--- src/rtl/div_unit_pkg.sv ---
// Shared types and constants for the multi-cycle DIV/DIVU unit.
// Optional early-out for |dividend| < |divisor| is enabled with DIV_EARLY_OUT_EN.
package div_unit_pkg;

  localparam int unsigned RegDataWidth = 32;

  typedef enum logic [1:0] {
    DivFree   = 2'b00,
    DivByZero = 2'b01,
    DivOn     = 2'b10,
    DivEnd    = 2'b11
  } div_state_e;

  localparam logic DivResultReady    = 1'b1;
  localparam logic DivResultNotReady = 1'b0;
  localparam logic DivStart          = 1'b1;
  localparam logic DivStop           = 1'b0;

endpackage

--- src/rtl/div_unit_if.sv ---
// Request/response bundle between the EX stage (master) and the divider (slave).
interface div_unit_if #(
  parameter int unsigned DATA_WIDTH = div_unit_pkg::RegDataWidth
);

  logic                  start;
  logic                  is_signed;
  logic                  cancel;
  logic [DATA_WIDTH-1:0] dividend;
  logic [DATA_WIDTH-1:0] divisor;
  logic                  busy;
  logic                  done;
  logic [DATA_WIDTH-1:0] quotient;
  logic [DATA_WIDTH-1:0] remainder;
  logic                  div_by_zero;

  modport master (
    output start, is_signed, cancel, dividend, divisor,
    input  busy, done, quotient, remainder, div_by_zero
  );

  modport slave (
    input  start, is_signed, cancel, dividend, divisor,
    output busy, done, quotient, remainder, div_by_zero
  );

endinterface

--- src/rtl/div_unit_sign_fix.sv ---
// Combinational sign handling: operand magnitudes at capture, result negation at completion.
module div_sign_fix
  import div_unit_pkg::*;
#(
  parameter int unsigned DATA_WIDTH = RegDataWidth
) (
  input  logic                  is_signed,
  input  logic [DATA_WIDTH-1:0] a,
  input  logic [DATA_WIDTH-1:0] b,
  output logic [DATA_WIDTH-1:0] abs_a,
  output logic [DATA_WIDTH-1:0] abs_b,
  output logic                  neg_q,
  output logic                  neg_r,
  input  logic                  fix_q,
  input  logic                  fix_r,
  input  logic [DATA_WIDTH-1:0] q_raw,
  input  logic [DATA_WIDTH-1:0] r_raw,
  output logic [DATA_WIDTH-1:0] q_fix,
  output logic [DATA_WIDTH-1:0] r_fix
);

  logic a_neg;
  logic b_neg;

  always_comb begin
    a_neg = is_signed & a[DATA_WIDTH-1];
    b_neg = is_signed & b[DATA_WIDTH-1];
    abs_a = a_neg ? -a : a;
    abs_b = b_neg ? -b : b;
    neg_q = a_neg ^ b_neg;
    neg_r = a_neg;
    q_fix = fix_q ? -q_raw : q_raw;
    r_fix = fix_r ? -r_raw : r_raw;
  end

endmodule

--- src/rtl/div_unit.sv ---
// Radix-2 restoring divider, one quotient bit per cycle; quotient -> LO, remainder -> HI.
// Define DIV_EARLY_OUT_EN to finish early when |dividend| < |divisor|.
module div_unit
  import div_unit_pkg::*;
#(
  parameter int unsigned DATA_WIDTH = RegDataWidth
) (
  input  logic      clk,
  input  logic      rst,
  div_unit_if.slave bus
);

  localparam int unsigned         CntWidth = $clog2(DATA_WIDTH);
  localparam logic [CntWidth-1:0] CntLast  = CntWidth'(DATA_WIDTH - 1);

  div_state_e            state, state_next;
  logic [CntWidth-1:0]   cnt;
  logic [DATA_WIDTH:0]   rem_q;
  logic [DATA_WIDTH-1:0] q_work;
  logic [DATA_WIDTH-1:0] dvs;
  logic                  neg_q_q, neg_r_q, early_q;
  logic [DATA_WIDTH-1:0] quo_q, rem_out_q;
  logic                  dbz_q;

  logic [DATA_WIDTH-1:0] abs_a, abs_b;
  logic                  neg_q, neg_r;
  logic [DATA_WIDTH+1:0] shifted, diff;
  logic                  qbit;
  logic [DATA_WIDTH:0]   rem_step;
  logic [DATA_WIDTH-1:0] q_step;
  logic [DATA_WIDTH-1:0] q_raw, r_raw, q_fix, r_fix;
  logic                  fix_q;
  logic                  accept, last_iter, load_result, early_hit;
  logic                  busy, done;

  div_sign_fix #(.DATA_WIDTH(DATA_WIDTH)) u_sign_fix (
    .is_signed (bus.is_signed),
    .a         (bus.dividend),
    .b         (bus.divisor),
    .abs_a     (abs_a),
    .abs_b     (abs_b),
    .neg_q     (neg_q),
    .neg_r     (neg_r),
    .fix_q     (fix_q),
    .fix_r     (neg_r_q),
    .q_raw     (q_raw),
    .r_raw     (r_raw),
    .q_fix     (q_fix),
    .r_fix     (r_fix)
  );

`ifdef DIV_EARLY_OUT_EN
  assign early_hit = (abs_a < abs_b);
`else
  assign early_hit = 1'b0;
`endif

  assign accept      = (state == DivFree) && (bus.start == DivStart) && !bus.cancel;
  assign last_iter   = (cnt == CntLast);
  assign load_result = !bus.cancel &&
                       ((state == DivByZero) || ((state == DivOn) && last_iter));

  // q_work starts as |dividend| and shifts left, so its MSB is the next dividend bit.
  always_comb begin
    shifted  = {rem_q, q_work[DATA_WIDTH-1]};
    diff     = shifted - {2'b00, dvs};
    qbit     = ~diff[DATA_WIDTH+1];
    rem_step = qbit ? diff[DATA_WIDTH:0] : shifted[DATA_WIDTH:0];
    q_step   = {q_work[DATA_WIDTH-2:0], qbit};
  end

  // The short path reuses |dividend| still held in q_work; its sign fix restores the dividend.
  always_comb begin
    q_raw = q_step;
    r_raw = rem_step[DATA_WIDTH-1:0];
    fix_q = neg_q_q;
    if (state == DivByZero) begin
      q_raw = early_q ? '0 : '1;
      r_raw = q_work;
      fix_q = 1'b0;
    end
  end

  always_comb begin
    state_next = state;
    busy       = 1'b0;
    done       = DivResultNotReady;
    case (state)
      DivFree: begin
        if (accept) begin
          state_next = ((bus.divisor == '0) || early_hit) ? DivByZero : DivOn;
        end
      end
      DivByZero: begin
        busy       = 1'b1;
        state_next = bus.cancel ? DivFree : DivEnd;
      end
      DivOn: begin
        busy = 1'b1;
        if (bus.cancel) begin
          state_next = DivFree;
        end else if (last_iter) begin
          state_next = DivEnd;
        end
      end
      DivEnd: begin
        done       = DivResultReady;
        state_next = DivFree;
      end
      default: state_next = DivFree;
    endcase
  end

  always_ff @(posedge clk or negedge rst) begin
    if (!rst) begin
      state     <= DivFree;
      cnt       <= '0;
      rem_q     <= '0;
      q_work    <= '0;
      dvs       <= '0;
      neg_q_q   <= 1'b0;
      neg_r_q   <= 1'b0;
      early_q   <= 1'b0;
      quo_q     <= '0;
      rem_out_q <= '0;
      dbz_q     <= 1'b0;
    end else begin
      state <= state_next;
      if (accept) begin
        q_work  <= abs_a;
        dvs     <= abs_b;
        rem_q   <= '0;
        cnt     <= '0;
        neg_q_q <= neg_q;
        neg_r_q <= neg_r;
        early_q <= early_hit;
      end else if ((state == DivOn) && !bus.cancel) begin
        q_work <= q_step;
        rem_q  <= rem_step;
        cnt    <= cnt + 1'b1;
      end
      if (load_result) begin
        quo_q     <= q_fix;
        rem_out_q <= r_fix;
        dbz_q     <= (state == DivByZero) && !early_q;
      end
    end
  end

  assign bus.busy        = busy;
  assign bus.done        = done;
  assign bus.quotient    = quo_q;
  assign bus.remainder   = rem_out_q;
  assign bus.div_by_zero = dbz_q;

endmodule

--- src/flat_wrapper.sv ---
// flat-port wrapper written by rule: the top's interface ports become plain ports
module div_unit_flat import div_unit_pkg::*;
#(
  parameter int unsigned DATA_WIDTH = RegDataWidth
)
  (clk, rst, bus_start, bus_is_signed, bus_cancel, bus_dividend, bus_divisor, bus_busy, bus_done, bus_quotient, bus_remainder, bus_div_by_zero);
  div_unit_if #(.DATA_WIDTH(DATA_WIDTH)) bus_i ();
  input  logic clk;
  input  logic rst;
  input wire logic [$bits(bus_i.start)-1:0] bus_start;
  input wire logic [$bits(bus_i.is_signed)-1:0] bus_is_signed;
  input wire logic [$bits(bus_i.cancel)-1:0] bus_cancel;
  input wire logic [$bits(bus_i.dividend)-1:0] bus_dividend;
  input wire logic [$bits(bus_i.divisor)-1:0] bus_divisor;
  output wire logic [$bits(bus_i.busy)-1:0] bus_busy;
  output wire logic [$bits(bus_i.done)-1:0] bus_done;
  output wire logic [$bits(bus_i.quotient)-1:0] bus_quotient;
  output wire logic [$bits(bus_i.remainder)-1:0] bus_remainder;
  output wire logic [$bits(bus_i.div_by_zero)-1:0] bus_div_by_zero;
  assign bus_i.start = bus_start;
  assign bus_i.is_signed = bus_is_signed;
  assign bus_i.cancel = bus_cancel;
  assign bus_i.dividend = bus_dividend;
  assign bus_i.divisor = bus_divisor;
  assign bus_busy = bus_i.busy;
  assign bus_done = bus_i.done;
  assign bus_quotient = bus_i.quotient;
  assign bus_remainder = bus_i.remainder;
  assign bus_div_by_zero = bus_i.div_by_zero;
  div_unit #(.DATA_WIDTH(DATA_WIDTH)) u_core (.clk(clk), .rst(rst), .bus(bus_i));
endmodule
--- config.mk ---
export PLATFORM = sky130hd
export DESIGN_NAME = div_unit_flat
export DESIGN_NICKNAME = d
export VERILOG_FILES = /design/src/rtl/div_unit_pkg.sv /design/src/rtl/div_unit_if.sv /design/src/rtl/div_unit_sign_fix.sv /design/src/rtl/div_unit.sv /design/src/flat_wrapper.sv
export SDC_FILE = /design/constraint.sdc
export NUM_CORES = 1
export LEC_CHECK = 0
export ABC_CLOCK_PERIOD_IN_PS = 6700
export BUFFER_PORTS_ARGS = -buffer_cell sky130_fd_sc_hd__buf_2
export CAP_MARGIN = 20
export CELL_PAD_IN_SITES_DETAIL_PLACEMENT = 1
export CELL_PAD_IN_SITES_GLOBAL_PLACEMENT = 2
export CORE_MARGIN = 5
export CORE_UTILIZATION = 25
export DETAILED_ROUTE_END_ITERATION = 8
export PLACE_DENSITY_LB_ADDON = 0.1
export SYNTH_ARGS = -nofsm -noshare
export SYNTH_HDL_FRONTEND = slang
export SYNTH_SLANG_ARGS = --single-unit
--- constraint.sdc ---
create_clock -name clk -period 6.7 [get_ports clk]
set_input_delay 1.34 -clock clk [delete_from_list [all_inputs] [get_ports clk]]
set_output_delay 1.34 -clock clk [all_outputs]
set_load 0.005 [all_outputs]
# After elaboration in Yosys (flattened, before gate mapping)
# Cells that the tools add are included.
op_classes:
  n_reduce_logical: 12
  n_mux: 22
  bitwise: 4
  add_sub_neg: 6
  n_eq_ne: 6
op_table:
  columns: ["operator", "n"]
  rows:
  - ["$mux W32", 8]
  - ["$neg A32 Y32", 4]
  - ["$mux W33", 3]
  - ["$sub A34 B32 Y34", 1]
  - ["$logic_not A32 Y1", 1]
  - ["$mux W2", 5]
  - ["$mux W5", 2]
  - ["$pmux W2 S4", 1]
  - ["$add A5 B1 Y5 const B", 1]
  - ["$eq A5 B5 Y1 const B", 1]
  - ["$logic_and A1 B1 Y1", 5]
  - ["$eq A2 B2 Y1 const B", 2]
  - ["$mux W1", 3]
  - ["$ne A3 B2 Y1 const B", 1]
  - ["$and A1 B1 Y1", 2]
  - ["$eq A2 B1 Y1 const B", 1]
  - ["$logic_not A2 Y1", 1]
  - ["$ne A2 B1 Y1 const B", 1]
  - ["$reduce_and A2 Y1", 1]
  - ["$reduce_bool A2 Y1", 1]
  - ["$reduce_or A2 Y1", 1]
  - ["$logic_not A1 Y1", 1]
  - ["$logic_or A1 B1 Y1", 1]
  - ["$not A1 Y1", 1]
  - ["$xor A1 B1 Y1", 1]
word_totals:
  out_inout_bits: 67
  input_bits: 69
  reg_bits: 171

# Longest topological paths before layout
depth:
  depth_word: 5
  ltp_mapped: 25

# Cells and area by module
# A second synthesis with hierarchy kept.
hier_totals:
  cells_unflattened: 1408
  area_unflattened_um2: 12298.0
modules_own_cells:
  columns: ["mod", "area_each_um2", "cells_per_inst", "instances"]
  rows:
  - ["div_unit", 9465.3, 991, 1]
  - ["div_sign_fix", 2832.7, 417, 1]

# Worst setup path after synthesis
# Ideal clock, no wire load.
synth_path:
  path_type: "flip-flop to flip-flop"
  start: "reg u_core.rem_q[13]"
  end: "reg u_core.quo_q[28] (netlist: u_core.bus.quotient[28])"
  slack_ns: 1.713
  t_arrival_ns: 4.852
  required_time_ns: 6.566
  setup_time_ns: 0.134
  path_stages_with_launch: 25
  cell_sequence: "dfrtp_1 -> ha_1 -> buf_6 -> a21oi_1 -> o211a_1 -> o21ai_1 -> or3_1 -> buf_6 -> a311oi_4 -> nor2_2 -> buf_2 -> buf_1 -> buf_2 -> nor2_1 -> ha_1 -> nand2b_1 -> nor2_1 -> nand4_1 -> or4_1 -> or3_1 -> o311a_1 -> nor3_1 -> a21oi_1 -> o21ai_0 -> o21ai_0"
synth_via:
  elab_chain_len: 5
synth_lines:
  columns: ["element", "line_no", "source"]
  rows:
  - ["from (decl)", "div_unit.sv:18", "logic [DATA_WIDTH:0] rem_q;"]
  - ["from (signal assigned)", "div_unit.sv:139", "rem_q <= rem_step;"]
  - ["$sub A34 B32 Y34", "div_unit.sv:66", "diff = shifted - {2'b00, dvs};"]
  - ["$not A1 Y1", "div_unit.sv:67", "qbit = ~diff[DATA_WIDTH+1];"]
  - ["$mux W32", "div_unit.sv:77", "if (state == DivByZero) begin"]
  - ["$neg A32 Y32", "div_unit_sign_fix.sv:32", "q_fix = fix_q ? -q_raw : q_raw;"]
  - ["$mux W32", "div_unit_sign_fix.sv:32", null]
  - ["to (signal assigned)", "div_unit.sv:143", "quo_q <= q_fix;"]
  - ["to (decl)", "div_unit.sv:22", "logic [DATA_WIDTH-1:0] quo_q, rem_out_q;"]
# No other way between the ends.
# A chain may end at the register's enable or synchronous reset.

# Worst setup path in the final report
# Ends and elaborated chain as after synthesis.

==> flow_summary.yaml <==
run_status:
  status: "complete, no violations"
floorplan:
  io-pin-count: 136
  fp.dieH_um: 231.6
  start_util_pct: 25.19
  die_width_um: 231.6
  die_area_mm2: 0.05366
  core_mm2: 0.04875
  rows: 81
hold_path:
  holdCritPathClass: "flip-flop to flip-flop"
  whs_path_depth: 2
  hp-start: "u_core.bus.remainder[27]$_DFFE_PN0P_"
  hold_path_end: "u_core.bus.remainder[27]$_DFFE_PN0P_"
timing:
  min_period_ns: 5.224
  slew_headroom_pct: 32.25
  hold_viol: 0
  worst_slew_pin_slew_ns: 1.016
  max_freq_mhz: 191.4
  rsz0062_at_grt: "no"
  final.setup.tns_ns: 0
  fin_crit_sh_pct: 77.97
  fin_ws_ns: 1.476
  clock_skew_ns: 0.01498
  finalSetupViolations: 0
  slew_viol_final: 0
pwr:
  powerDensity_mw_per_mm2: 594.4
  total_leakage_power_nw: 6.083
  vdd.ir_drop.worst_mv: 0.3141
clock_network:
  insertion_delay_ns: 0.50
  cts-buffers-inserted: 17
  cts_tree: "yes"
  cts_hold_buf: 0
  cts_resized: 0
  cts.sinks: 171
  cts.clk_slew.worst_paths_ns: 0.07
  clockRootBuffer: "clkbuf_16"
  cts_setup_buffers: 0
  clk_path_buf_depth: 2
  ctsHtreeMaxLevel: 4
synth:
  muxShareOfSynthArea_pct: 1.997
  synth-edff-count: 0
  syn_inst: 1513
  synth_top_family_by_area: "compound AO/OA/AOI/OAI gates"
  synth_compound_area_share_pct: 25.10
  yosysWarnings: 0
  synthTopCellsByCount: "nand2_1 (199), o21ai_0 (190), dfrtp_1 (171), nor2_1 (113), a21oi_1 (105)"
  synthDominantCellAreaShare_pct: 34.84
  yosysTopAreaCell: "dfrtp_1"
  synth_ff_type: "dfrtp_1"
  yosysSeqAreaShare_pct: 34.84
  synth_most_common_cell: "nand2_1"
  synth-simple-area-share_pct: 18.60
  synth_fa_ha_area_share_pct: 4.544
  async_reset_ff_share_pct: 100.0
  ys_types: 79
  synth_area_leaders: "dfrtp_1 (35%), o21ai_0 (7.7%), nand2_1 (6.1%)"
  syn_nets: 1626
  synth_xor_area_share_pct: 9.984
  syn_avg_cell_area_um2: 8.118
  syn_area_mm2: 0.01228
  ys_ff_latch: 171
route:
  ant_nets: 0
  drt_iter0_drc: 539
  route.detailed.drc: 0
  vias: 11570
  firstDrtPassIters: 5
  via_per_inst: 5.064
  wl_um: 51790
  wire_per_inst_um: 22.67
global_route:
  gr-total-overflow: 0
  antenna_found_initial: 1
  grt.total_usage_pct: 19.31
  grt_pass1_vias: 12110
  grt_max_degree: 136
  grt_pass1_wl_um: 78120
layout:
  multi_input_area_mm2: 0.007413
  regArea_mm2: 0.004279
  drive_gt1_share_pct: 13.59
  syn_to_final_growth_pct: 16.05
  n_fill_cell: 5862
  nets: 1719
place:
  dp_hpwl_um: 40460
  place_congestion: 0.8179
  post-place-ws_ns: 1.457
  portBuffers: 135
worst_setup_path:
  worstSetupPathType: "flip-flop to flip-flop"
  start_kind: "flip-flop"
  regToRegEndpoint: "u_core.bus.quotient[28]$_DFFE_PN0P_"
  reg2reg_from: "u_core.rem_q[13]$_DFFE_PN0P_"
  r2r_cells: 19
  arrival_ns: 5.58
  required_ns: 7.05
  end_kind: "flip-flop"
  crit_fanout: 14
  r2r_slack_ns: 1.48
flow_run:
  drv_cap: 0
-- final cells by class --
| cell class | instances | share of cell area [%] |
|---|---|---|
| sequential | 171 | 30.02 |
| clock buffer | 18 | 3.081 |
| timing repair buffer | 158 | 6.172 |
| antenna | 1 | 0.01756 |
| clock inverter | 14 | 1.124 |
| multi-input combinational | 1192 | 52.01 |
| tap | 664 | 5.829 |
| inverter | 66 | 1.738 |
-- stage by stage --
step / total power (W) / utilization (%) / area (um^2) / instances / hold slack (ns)
floorplan: 0.005316 / - / 12280 / 1513 / 0.4498
global placement: 0.007432 / 28.00 / 13650 / 2251 / 0.4571
detailed placement: 0.007448 / 28.00 / 13650 / 2251 / 0.4686
CTS: 0.008569 / 29.23 / 14250 / 2283 / 0.4869
global route: 0.009162 / 29.23 / 14250 / 2283 / 0.4989
finish: 0.008471 / 29.24 / 14250 / 2284 / 0.4793
-- report_power, final --
part           switching, W  internal [W]  total, W
Sequential         0.000514       0.00145   0.00196
Combinational       0.00357       0.00188   0.00545
Clock              0.000496      0.000567   0.00106
-- cell usage in the layout, fill, tap and decap left out, types with 27 or more instances in the layout --
cell type	count
a22oi_1	29
inv_1	66
dfrtp_1	171
nor3_1	27
nor2_1	111
nand2_1	199
ha_1	42
xnor2_1	64
a21oi_1	104
xor2_1	76
o21ai_0	190
buf_2	134
-- per-layer routing --
| metal | track usage [%] | up-vias | wire (um) |
|---|---|---|---|
| li1 | - | 5602 | - |
| met2 | 30.20 | 196 | 23430 |
| met1 | 27.52 | 5739 | 25610 |
| met4 | 4.930 | 0 | 830 |
| met5 | 0 | - | 0 |
| met3 | 3.700 | 29 | 1913 |
-- state kept, by name, indices dropped and copies added, names as in the netlist --
register and flops:
u_core.state 2, u_core.neg_q_q 1, u_core.bus.div_by_zero 1, u_core.neg_r_q 1, u_core.cnt 5, u_core.bus.remainder 32
u_core.bus.quotient 32, u_core.dvs 32, u_core.q_work 32, u_core.rem_q 33
-- cell families after synthesis --
logic type,after synthesis
adders and majority gates,44
buffers and inverters,150
xor gates and xnor gates,140
DFF,171
AOI/OAI and AO/OA,497
muxes,24
and+or+nand+nor,487
-- worst max path at each step --
stage / endpoint / cells after the start / startpoint
floorplan: u_core.bus.quotient[28]$_DFFE_PN0P_ / 24 / u_core.rem_q[13]$_DFFE_PN0P_
CTS: u_core.bus.quotient[28]$_DFFE_PN0P_ / 19 / u_core.rem_q[13]$_DFFE_PN0P_
global placement: u_core.bus.quotient[28]$_DFFE_PN0P_ / 19 / u_core.rem_q[13]$_DFFE_PN0P_
global route: u_core.bus.quotient[28]$_DFFE_PN0P_ / 19 / u_core.rem_q[13]$_DFFE_PN0P_
finish: u_core.bus.quotient[28]$_DFFE_PN0P_ / 19 / u_core.rem_q[13]$_DFFE_PN0P_
detailed placement: u_core.bus.quotient[28]$_DFFE_PN0P_ / 19 / u_core.rem_q[13]$_DFFE_PN0P_
-- critical path, cell delays in order, from the launching register on --
cell      delay, ns
dfrtp_1        0.42
ha_1           0.52
nand2_1        0.17
nor4_1         0.45
o211a_1        0.23
or3_1          0.31
a22o_4         0.30
nor2_2         0.09
nor2_1         0.15
ha_1           0.20
nand2b_1       0.07
nor2_1         0.19
nand4_1        0.17
or4_1          0.60
or3_1          0.38
o311a_1        0.34
nor3_1         0.18
a21oi_1        0.06
o21ai_0        0.16
o21ai_0        0.09
No activity file was read; power rests on OpenSTA's default activity.
